[src/rtl/ex_stage.sv]
// MIPS execute stage: operand forwarding, main ALU, destination select and an optional
// iterative multiply/divide unit with HI/LO registers, built when EX_MULDIV_EN is defined.
module ex_stage #(
  parameter int DATA_W = 32,
  parameter int REG_AW = 5
) (
  input  logic              clk,
  input  logic              rst,
  input  logic [1:0]        WBin,
  input  logic [2:0]        Min,
  input  logic [3:0]        EXin,
  input  logic [DATA_W-1:0] R1DATin,
  input  logic [DATA_W-1:0] R2DATin,
  input  logic [DATA_W-1:0] SEin,
  input  logic [REG_AW-1:0] Rsin,
  input  logic [REG_AW-1:0] Rtin,
  input  logic [REG_AW-1:0] Rdin,
  input  logic              exmem_regwrite,
  input  logic [REG_AW-1:0] exmem_rd,
  input  logic [DATA_W-1:0] exmem_result,
  input  logic              memwb_regwrite,
  input  logic [REG_AW-1:0] memwb_rd,
  input  logic [DATA_W-1:0] memwb_data,
  output logic [1:0]        WBout,
  output logic [2:0]        Mout,
  output logic [DATA_W-1:0] ALUout,
  output logic [DATA_W-1:0] R2fwd,
  output logic [REG_AW-1:0] Dstout,
  output logic              Zero,
  output logic              stall
);
  localparam int W = DATA_W;

  logic [W-1:0] rs_fwd, rt_fwd, opb, alu_res;
  logic [5:0]   funct;
  logic [4:0]   shamt;
  logic [1:0]   aluop;
  logic [W-1:0] hi_val, lo_val;

  assign funct = SEin[5:0];
  assign shamt = SEin[10:6];
  assign aluop = EXin[1:0];

  // EX/MEM wins over MEM/WB; register 0 is never forwarded.
  assign rs_fwd = (exmem_regwrite && exmem_rd != '0 && exmem_rd == Rsin) ? exmem_result :
                  (memwb_regwrite && memwb_rd != '0 && memwb_rd == Rsin) ? memwb_data : R1DATin;
  assign rt_fwd = (exmem_regwrite && exmem_rd != '0 && exmem_rd == Rtin) ? exmem_result :
                  (memwb_regwrite && memwb_rd != '0 && memwb_rd == Rtin) ? memwb_data : R2DATin;
  assign opb    = EXin[2] ? SEin : rt_fwd;
  assign R2fwd  = rt_fwd;
  assign Dstout = EXin[3] ? Rdin : Rtin;

  always_comb begin
    alu_res = '0;
    case (aluop)
      2'b00: alu_res = rs_fwd + opb;
      2'b01: alu_res = rs_fwd - opb;
      2'b11: alu_res = {{(W-1){1'b0}}, $signed(rs_fwd) < $signed(opb)};
      default: begin
        case (funct)
          6'h20, 6'h21: alu_res = rs_fwd + opb;
          6'h22, 6'h23: alu_res = rs_fwd - opb;
          6'h24: alu_res = rs_fwd & opb;
          6'h25: alu_res = rs_fwd | opb;
          6'h26: alu_res = rs_fwd ^ opb;
          6'h27: alu_res = ~(rs_fwd | opb);
          6'h2A: alu_res = {{(W-1){1'b0}}, $signed(rs_fwd) < $signed(opb)};
          6'h2B: alu_res = {{(W-1){1'b0}}, rs_fwd < opb};
          6'h00: alu_res = rt_fwd << shamt;
          6'h02: alu_res = rt_fwd >> shamt;
          6'h03: alu_res = W'($signed(rt_fwd) >>> shamt);
          6'h10: alu_res = hi_val;
          6'h12: alu_res = lo_val;
          default: alu_res = '0;
        endcase
      end
    endcase
  end

  assign ALUout = alu_res;
  assign Zero   = (alu_res == '0);
  assign WBout  = stall ? 2'b00  : WBin;
  assign Mout   = stall ? 3'b000 : Min;

`ifdef EX_MULDIV_EN
  typedef enum logic [1:0] {IDLE, BUSY, DONE} md_state_e;

  md_state_e      state_q;
  logic [4:0]     cnt_q;
  logic [W-1:0]   hi_q, lo_q, opb_q, rs_q;
  logic [2*W-1:0] acc_q, acc_d, prod;
  logic           is_div_q, div0_q, qneg_q, rneg_q;
  logic           md_op, md_start, md_div, a_neg, b_neg;
  logic [W-1:0]   a_mag, b_mag, quo, rem, hi_fin, lo_fin, div_sub;
  logic [W:0]     mul_sum, div_sh;

  assign md_op    = (aluop == 2'b10) && (funct[5:2] == 4'b0110);
  assign md_start = (state_q == IDLE) && md_op;
  assign stall    = md_start || (state_q == BUSY);
  assign md_div   = funct[1];
  assign a_neg    = ~funct[0] & rs_fwd[W-1];
  assign b_neg    = ~funct[0] & rt_fwd[W-1];
  assign a_mag    = a_neg ? -rs_fwd : rs_fwd;
  assign b_mag    = b_neg ? -rt_fwd : rt_fwd;
  assign hi_val   = hi_q;
  assign lo_val   = lo_q;

  // acc_q holds {acc, multiplier} for multiply and {remainder, quotient} for divide.
  always_comb begin
    mul_sum = {1'b0, acc_q[2*W-1:W]} + ({1'b0, opb_q} & {(W+1){acc_q[0]}});
    div_sh  = {acc_q[2*W-1:W], acc_q[W-1]};
    div_sub = div_sh[W-1:0] - opb_q;
    if (is_div_q)
      acc_d = (div_sh >= {1'b0, opb_q}) ? {div_sub, acc_q[W-2:0], 1'b1}
                                        : {div_sh[W-1:0], acc_q[W-2:0], 1'b0};
    else
      acc_d = {mul_sum, acc_q[W-1:1]};
    prod   = qneg_q ? -acc_d : acc_d;
    quo    = qneg_q ? -acc_d[W-1:0] : acc_d[W-1:0];
    rem    = rneg_q ? -acc_d[2*W-1:W] : acc_d[2*W-1:W];
    hi_fin = !is_div_q ? prod[2*W-1:W] : (div0_q ? rs_q : rem);
    lo_fin = !is_div_q ? prod[W-1:0]   : (div0_q ? '1   : quo);
  end

  always_ff @(posedge clk or negedge rst) begin
    if (!rst) begin
      state_q <= IDLE;
      cnt_q   <= '0;
      hi_q    <= '0;
      lo_q    <= '0;
    end else begin
      case (state_q)
        IDLE: if (md_start) begin
          state_q <= BUSY;
          cnt_q   <= '0;
        end
        BUSY: begin
          cnt_q <= cnt_q + 5'd1;
          if (cnt_q == 5'(W-1)) begin
            hi_q    <= hi_fin;
            lo_q    <= lo_fin;
            state_q <= DONE;
          end
        end
        DONE:    state_q <= IDLE;
        default: state_q <= IDLE;
      endcase
    end
  end

  always_ff @(posedge clk) begin
    if (md_start) begin
      acc_q    <= {{W{1'b0}}, (md_div ? a_mag : b_mag)};
      opb_q    <= md_div ? b_mag : a_mag;
      is_div_q <= md_div;
      div0_q   <= (rt_fwd == '0);
      qneg_q   <= a_neg ^ b_neg;
      rneg_q   <= a_neg;
      rs_q     <= rs_fwd;
    end else if (state_q == BUSY) begin
      acc_q <= acc_d;
    end
  end
`else
  logic unused_md;
  assign unused_md = clk ^ rst;
  assign stall     = 1'b0;
  assign hi_val    = '0;
  assign lo_val    = '0;
`endif

endmodule

[config.mk]
export PLATFORM = sky130hd
export DESIGN_NAME = ex_stage
export DESIGN_NICKNAME = d
export VERILOG_FILES = /design/src/rtl/ex_stage.sv
export SDC_FILE = /design/constraint.sdc
export NUM_CORES = 1
export LEC_CHECK = 0
export BUFFER_PORTS_ARGS = -buffer_cell sky130_fd_sc_hd__buf_2
export CAP_MARGIN = 20
export CORE_MARGIN = 1.5
export CORE_UTILIZATION = 35
export DETAILED_ROUTE_END_ITERATION = 10
export PLACE_DENSITY = 0.58
export SLEW_MARGIN = 20
export SYNTH_ARGS = -nofsm -noshare
export SYNTH_HDL_FRONTEND = slang
export SYNTH_SLANG_ARGS = --single-unit
[constraint.sdc]
create_clock -name vclk -period 19.5
set_input_delay 0.975 -clock vclk [all_inputs]
set_output_delay 0.975 -clock vclk [all_outputs]
set_load 0.01 [all_outputs]
==> results of run 1 <==
## layout make-up
cell class         instances  area (um^2)  share of cell area, %
well taps                518          648                   4.14
repair buffers           338         1890                   12.1
multi-input cells       1805        12600                   80.7
inverters                127          477                   3.05
diodes                     1         2.50                 0.0160
## worst paths after layout
kind	start	endpoint	cells past startpoint
setup / recovery	exmem_rd[1]	Zero	23
hold / removal	Min[2]	Mout[2]	0
## placed cells by master, fill, tap and decap left out, drive strengths merged, types with 49 or more instances in the layout
master and count:
buf 337, nand2 212, nor2 179, o21ai 146, a21oi 133, inv 125
mux2i 102, ha 101, a22oi 76, xnor2 70, nor3 67, o31ai 51
nand4 49
## metrics by stage
stage                     std cells  total power, W  worst slack (ps)  util, %
after global routing           2788        0.000647              9150     40.3
after detailed placement       2788        0.000592              9880     40.3
after global placement         2787        0.000591              9950     40.3
final                          2789        0.000619              9470     40.3
after floorplan                2123        0.000370             11230        -
after CTS                      2788        0.000595              9870     40.3
## worst max-delay path, cell delays in order
cell,delay (ps)
sky130_fd_sc_hd__buf_2,120
sky130_fd_sc_hd__or4_4,550
sky130_fd_sc_hd__o211ai_4,160
sky130_fd_sc_hd__buf_4,390
sky130_fd_sc_hd__or2_2,250
sky130_fd_sc_hd__buf_4,510
sky130_fd_sc_hd__a31oi_1,190
sky130_fd_sc_hd__buf_4,270
sky130_fd_sc_hd__mux2_2,300
sky130_fd_sc_hd__ha_1,620
sky130_fd_sc_hd__o21ai_0,270
sky130_fd_sc_hd__a2111oi_0,910
sky130_fd_sc_hd__a221oi_1,320
sky130_fd_sc_hd__a211oi_1,620
sky130_fd_sc_hd__a211oi_1,310
sky130_fd_sc_hd__nand2_1,150
sky130_fd_sc_hd__a21oi_1,70
sky130_fd_sc_hd__a311o_1,290
sky130_fd_sc_hd__a221o_1,380
sky130_fd_sc_hd__or4_1,520
sky130_fd_sc_hd__or4_1,530
sky130_fd_sc_hd__nor2_1,130
sky130_fd_sc_hd__buf_2,130
## cell families (layout without fill, tap and decap cells)
| kind of cell | after synthesis | after routing |
|---|---|---|
| AOI/OAI and AO/OA | 815 | 815 |
| xor gates and xnor gates | 89 | 89 |
| adders and majority gates | 103 | 103 |
| buffers and inverters | 318 | 465 |
| muxes | 142 | 142 |
| other | 1 | 2 |
| and+or+nand+nor | 655 | 655 |
## metal layers
| layer | vias up | routed length (um) | global-route usage, % |
|---|---|---|---|
| li1 | 8405 | - | - |
| met1 | 9467 | 36800 | 55.6 |
| met2 | 1440 | 40100 | 67.8 |
| met3 | 271 | 10300 | 10.2 |
| met4 | 2 | 6230 | 23.2 |
| met5 | - | 14 | 0 |
## power breakdown
group          switching [W]         internal (W)           total [W]  leakage (nW)
logic               0.000416             0.000203            0.000619          6.26
registers                  0                    0                   0             0
clock network              0  0.00000000000000786  0.0000000000000111    0.00000327
total               0.000416             0.000203            0.000619          6.26
==> impl_metrics.prom, run 1 <==
# TYPE chip_impl_metric gauge
chip_impl_metric{name="design.core.area",unit="mm^2"} 0.0388
chip_impl_info{name="worstSetupPathType",value="in2out"} 1
chip_impl_metric{name="avgSynthCellArea",unit="um^2"} 6.53
chip_impl_info{name="biggest_area_contributors_in_the_synthesized_netlist",value="sky130_fd_sc_hd__ha_1, sky130_fd_sc_hd__mux2i_1, sky130_fd_sc_hd__nand2_1, sky130_fd_sc_hd__o21ai_0, sky130_fd_sc_hd__nor2_1"} 1
chip_impl_metric{name="fp.dieArea",unit="mm^2"} 0.0408
chip_impl_metric{name="finalNetCount",unit=""} 2573
chip_impl_metric{name="synth_cell_types",unit=""} 96
chip_impl_info{name="worst_setup_path_start_kind",value="input port"} 1
chip_impl_metric{name="gp_congestion",unit=""} 1.08
chip_impl_metric{name="synth.yosys.warnings",unit=""} 0
chip_impl_metric{name="grt_use_total",unit="%"} 43.6
chip_impl_info{name="timing.critical_path.to_type",value="output pin"} 1
chip_impl_metric{name="synth_fa_ha_area_share",unit="%"} 9.41
chip_impl_metric{name="first_pass_grt_wire_length",unit="mm"} 131
chip_impl_metric{name="share_of_the_synthesized_netlist_area_taken_by_xor_and_xnor_gates",unit="%"} 5.62
chip_impl_metric{name="power_leakage",unit="nW"} 6.26
chip_impl_metric{name="transition_time_at_the_pin_with_the_least_slew_margin",unit="ps"} 1230
chip_impl_metric{name="ctsResizeCount",unit=""} 0
chip_impl_metric{name="synth_largest_type_area_fraction",unit="%"} 9.12
chip_impl_metric{name="post_synth_inst_count",unit=""} 2123
chip_impl_info{name="synth_top_cells_by_count",value="sky130_fd_sc_hd__nand2_1, sky130_fd_sc_hd__nor2_1, sky130_fd_sc_hd__clkbuf_1, sky130_fd_sc_hd__o21ai_0, sky130_fd_sc_hd__a21oi_1"} 1
chip_impl_metric{name="clkbuf_count",unit=""} 0
chip_impl_metric{name="floorplan.initialDensity",unit="%"} 35.7
chip_impl_metric{name="yosys.area_share.simple",unit="%"} 22.3
chip_impl_info{name="hold_path_class",value="in2out"} 1
chip_impl_metric{name="timing.max_cap.violations",unit=""} 0
chip_impl_metric{name="dr.first_iter.drc_count",unit=""} 3026
chip_impl_metric{name="worst_ep_arrival_time",unit="ps"} 9050
chip_impl_metric{name="timing_max_transition_violations_final",unit=""} 0
chip_impl_metric{name="route.detailed.drc",unit=""} 0
chip_impl_metric{name="grt.overflow.total",unit=""} 0
chip_impl_metric{name="first_global_vias",unit=""} 17900
chip_impl_metric{name="io_pins",unit=""} 274
chip_impl_metric{name="synthesis.area",unit="mm^2"} 0.0139
chip_impl_metric{name="die_h",unit="um"} 202
chip_impl_metric{name="tightest_slew_margin_relative_to_the_limit",unit="%"} 17.4
chip_impl_metric{name="final_hold_viol_count",unit=""} 0
chip_impl_metric{name="synth-seq-area-share",unit="%"} 0
chip_impl_metric{name="sequential_cell_area",unit="um^2"} 0
chip_impl_metric{name="power_per_cell_area",unit="mW/mm^2"} 39.6
chip_impl_metric{name="drive_gt1_share",unit="%"} 20.0
chip_impl_metric{name="antenna_violating_nets_post_route",unit=""} 0
chip_impl_info{name="setup_repair_after_global_routing_missed_its_margin",value="no"} 1
chip_impl_info{name="run_status",value="finished, final reports clean"} 1
chip_impl_metric{name="grt_antenna_before_repair",unit=""} 2
chip_impl_metric{name="setup_viol",unit=""} 0
chip_impl_metric{name="via_cell_ratio",unit=""} 7.02
chip_impl_metric{name="crit_required",unit="ps"} 18530
chip_impl_metric{name="achievable-frequency",unit="MHz"} 99.7
chip_impl_metric{name="route.final.wire_length",unit="mm"} 93.4
chip_impl_metric{name="drt_pass1_iterations",unit=""} 7
chip_impl_metric{name="placed_area",unit="mm^2"} 0.0156
chip_impl_metric{name="design_area",unit="mm^2"} 0.0157
chip_impl_metric{name="routedWlPerCell",unit="um"} 33.5
chip_impl_info{name="yosysMostFrequentCell",value="sky130_fd_sc_hd__nand2_1"} 1
chip_impl_metric{name="area.growth.synth_to_final",unit="%"} 12.9
chip_impl_metric{name="synth.mux.area_fraction",unit="%"} 11.9
chip_impl_info{name="synth_top_family_by_area",value="compound AO/OA/AOI/OAI gates"} 1
chip_impl_metric{name="crit_fanout",unit=""} 57
chip_impl_metric{name="numPortBuffers",unit=""} 261
chip_impl_metric{name="total_via_count_in_the_routed_design",unit=""} 19600
chip_impl_metric{name="die-width",unit="um"} 202
chip_impl_metric{name="tns",unit="ps"} 0
chip_impl_metric{name="post_cts_buffers",unit=""} 0
chip_impl_metric{name="core.rowCount",unit=""} 72
chip_impl_metric{name="fin_crit_sh",unit="%"} 51.4
chip_impl_metric{name="cts_hold_repair.buffers",unit=""} 0
chip_impl_metric{name="synth_compound_gate_area_share",unit="%"} 41.5
chip_impl_metric{name="final.hold.worst_slack",unit="ps"} 1950
chip_impl_info{name="yosysTopAreaCell",value="sky130_fd_sc_hd__ha_1"} 1
chip_impl_metric{name="grt_start_max_net_pins",unit=""} 70
chip_impl_metric{name="nFlopsAndLatches",unit=""} 0
chip_impl_metric{name="ir_worst_vdd",unit="V"} 0.0000224
chip_impl_metric{name="synthesized_net_count",unit=""} 2424
chip_impl_metric{name="num-fill-cells",unit=""} 4273
chip_impl_metric{name="finalWorstPathRequiredPeriod",unit="ps"} 10030
chip_impl_metric{name="dpl.hpwl",unit="mm"} 74.4
Note: power is estimated with default switching activity, not from simulation.
==> inputs of run 2 (changes only) <==
--- a/config.mk
+++ b/config.mk
@@ -10,7 +10,7 @@
 export CORE_MARGIN = 1.5
 export CORE_UTILIZATION = 35
 export DETAILED_ROUTE_END_ITERATION = 10
-export PLACE_DENSITY = 0.58
+export PLACE_DENSITY = 0.6
 export SLEW_MARGIN = 20
 export SYNTH_ARGS = -nofsm -noshare
 export SYNTH_HDL_FRONTEND = slang
==> constraint.sdc (replaced) <==
create_clock -name vclk -period 8.1
set_input_delay 0.405 -clock vclk [all_inputs]
set_output_delay 0.405 -clock vclk [all_outputs]
set_load 0.01 [all_outputs]
==> run 2 against run 1 <==
Effect of this change: combinational power rose by 150%; critical path depth did not move; clock-buffer cell count did not move; cell count rose by 1.0%; worst hold slack got worse by 1100 ps; global-route usage rose by 0.66 points; first-iteration DRC count fell by 1.6%; final area rose by 1.6%.
==> impl_metrics.prom, run 2 (synthesis gave the netlist of run 1 again) <==
# TYPE chip_impl_metric gauge
chip_impl_info{name="run_status",value="finished, final reports clean"} 1
chip_impl_metric{name="finalNetCount",unit=""} 2602
chip_impl_metric{name="crit_fanout",unit=""} 15
chip_impl_metric{name="fin_crit_sh",unit="%"} 95.7
chip_impl_metric{name="grt_start_max_net_pins",unit=""} 65
chip_impl_metric{name="timing.max_cap.violations",unit=""} 0
chip_impl_metric{name="num-fill-cells",unit=""} 4239
chip_impl_metric{name="drive_gt1_share",unit="%"} 21.2
chip_impl_metric{name="post_cts_buffers",unit=""} 0
chip_impl_metric{name="final_hold_viol_count",unit=""} 0
chip_impl_metric{name="crit_required",unit="ps"} 7700
chip_impl_metric{name="route.detailed.drc",unit=""} 0
chip_impl_info{name="worstSetupPathType",value="in2out"} 1
chip_impl_metric{name="first_global_vias",unit=""} 18100
chip_impl_metric{name="via_cell_ratio",unit=""} 6.97
chip_impl_metric{name="drt_pass1_iterations",unit=""} 6
chip_impl_metric{name="area.growth.synth_to_final",unit="%"} 14.8
chip_impl_metric{name="grt_use_total",unit="%"} 44.2
chip_impl_metric{name="die-width",unit="um"} 202
chip_impl_metric{name="numPortBuffers",unit=""} 261
chip_impl_metric{name="worst_ep_arrival_time",unit="ps"} 7350
chip_impl_metric{name="ir_worst_vdd",unit="V"} 0.0000528
chip_impl_metric{name="design_area",unit="mm^2"} 0.0159
chip_impl_metric{name="design.core.area",unit="mm^2"} 0.0388
chip_impl_metric{name="internal_power",unit="W"} 0.000505
chip_impl_metric{name="nFlopsAndLatches",unit=""} 0
chip_impl_metric{name="sequentialPowerShare",unit="%"} 0
chip_impl_metric{name="switchingPower",unit="W"} 0.00101
chip_impl_metric{name="gp_congestion",unit=""} 1.06
chip_impl_metric{name="timing_max_transition_violations_final",unit=""} 0
chip_impl_metric{name="ctsResizeCount",unit=""} 0
chip_impl_metric{name="tightest_slew_margin_relative_to_the_limit",unit="%"} 16.1
chip_impl_metric{name="tns",unit="ps"} 0
chip_impl_info{name="layout_commonest_cell",value="sky130_fd_sc_hd__buf_2"} 1
chip_impl_metric{name="routedWlPerCell",unit="um"} 33.5
chip_impl_metric{name="dpl.hpwl",unit="mm"} 76.1
chip_impl_metric{name="antenna_violating_nets_post_route",unit=""} 0
chip_impl_metric{name="sequential_cell_area",unit="um^2"} 0
chip_impl_metric{name="dr.first_iter.drc_count",unit=""} 2979
chip_impl_metric{name="power_leakage",unit="nW"} 6.40
chip_impl_metric{name="floorplan.initialDensity",unit="%"} 35.7
chip_impl_metric{name="p_sw_share",unit="%"} 66.8
chip_impl_metric{name="clkbuf_count",unit=""} 0
chip_impl_metric{name="total_via_count_in_the_routed_design",unit=""} 19600
chip_impl_metric{name="placed_area",unit="mm^2"} 0.0159
chip_impl_metric{name="die_h",unit="um"} 202
chip_impl_metric{name="finalWorstPathRequiredPeriod",unit="ps"} 7760
chip_impl_info{name="timing.critical_path.to_type",value="output pin"} 1
chip_impl_metric{name="core.rowCount",unit=""} 72
chip_impl_info{name="worst_setup_path_start_kind",value="input port"} 1
chip_impl_info{name="commonest_cells_after_routing_fill_and_taps_aside",value="sky130_fd_sc_hd__buf_2, sky130_fd_sc_hd__nand2_1, sky130_fd_sc_hd__nor2_1"} 1
chip_impl_metric{name="cts_hold_repair.buffers",unit=""} 0
chip_impl_metric{name="route.final.wire_length",unit="mm"} 94.4
chip_impl_metric{name="grt.overflow.total",unit=""} 0
chip_impl_metric{name="achievable-frequency",unit="MHz"} 129
chip_impl_metric{name="power.combinational.fraction",unit="%"} 100.0
chip_impl_metric{name="power_per_cell_area",unit="mW/mm^2"} 95.5
chip_impl_metric{name="first_pass_grt_wire_length",unit="mm"} 133
chip_impl_info{name="hold_path_class",value="in2out"} 1
chip_impl_metric{name="fp.dieArea",unit="mm^2"} 0.0408
chip_impl_metric{name="clock_power_share",unit="%"} 0
chip_impl_metric{name="setup_viol",unit=""} 0
chip_impl_metric{name="transition_time_at_the_pin_with_the_least_slew_margin",unit="ps"} 1230
chip_impl_metric{name="grt_antenna_before_repair",unit=""} 2
chip_impl_info{name="setup_repair_after_global_routing_missed_its_margin",value="no"} 1
chip_impl_metric{name="io_pins",unit=""} 274
run 2: changes by cell type in the layout (fill, tap and decap cells not counted), moves of 2 or more:
cell and change:
sky130_fd_sc_hd__o21ai_2 +2, sky130_fd_sc_hd__o21ai_0 -4, sky130_fd_sc_hd__buf_12 +2, sky130_fd_sc_hd__o21ai_1 +2, sky130_fd_sc_hd__a311oi_2 +2, sky130_fd_sc_hd__a311oi_1 -2, sky130_fd_sc_hd__buf_4 +28
run 2: layer usage:
metal	vias up	track usage (%)	wire length, um
met2	1488	68.7	40500
li1	8456	-	-
met5	-	0	13
met3	271	8.87	10600
met1	9429	57.1	36600
met4	2	24.4	6720
run 2: power by group through the flow:
stage | Clock [W] | Sequential, W | Combinational [W]
finish | 0.0000000000705 | 0 | 0.00152
global route | 0 | 0 | 0.00158
CTS | 0 | 0 | 0.00146
detailed placement | 0 | 0 | 0.00145
global placement | 0 | 0 | 0.00145
floorplan | 0 | 0 | 0.000892
run 2: final cells by class:
type	count	area, um^2	share of cell area, %
timing repair buffer	367	2130	13.4
tap	518	648	4.07
antenna	1	2.50	0.0157
multi-input combinational	1805	12700	79.5
inverter	127	477	3.00
run 2: final timing paths:
kind / end / from / slack, ps / cells after the start
worst min-delay path: Mout[1] / Min[1] / 810 / 0
worst max-delay path: Zero / Rtin[2] / 340 / 23
run 2: metrics by stage:
step	hold slack, ps	setup WS (ps)	instances	util, %	power [W]
finish	810	345	2818	41.0	0.00152
global route	810	83.5	2817	41.0	0.00158
CTS	810	284	2817	40.9	0.00146
detailed placement	810	280	2817	40.9	0.00145
global placement	810	415	2817	40.9	0.00145
floorplan	902	971	2123	-	0.000892
run 2: worst max-delay path, stage by stage:
cell and delay (ps):
sky130_fd_sc_hd__buf_2 140, sky130_fd_sc_hd__xor2_1 160, sky130_fd_sc_hd__or3_1 650, sky130_fd_sc_hd__o31a_1 400, sky130_fd_sc_hd__o31ai_2 500, sky130_fd_sc_hd__o21ai_0 360, sky130_fd_sc_hd__ha_1 560, sky130_fd_sc_hd__nor2b_1 200
sky130_fd_sc_hd__a2111oi_0 100, sky130_fd_sc_hd__buf_4 170, sky130_fd_sc_hd__a21oi_1 430, sky130_fd_sc_hd__o2111ai_1 320, sky130_fd_sc_hd__a2111oi_0 700, sky130_fd_sc_hd__buf_4 230, sky130_fd_sc_hd__o21ai_0 70, sky130_fd_sc_hd__nand2_1 90
sky130_fd_sc_hd__a21oi_1 40, sky130_fd_sc_hd__a311o_1 280, sky130_fd_sc_hd__a221o_1 360, sky130_fd_sc_hd__or4_1 460, sky130_fd_sc_hd__or4_1 460, sky130_fd_sc_hd__nor2_1 130, sky130_fd_sc_hd__buf_2 140
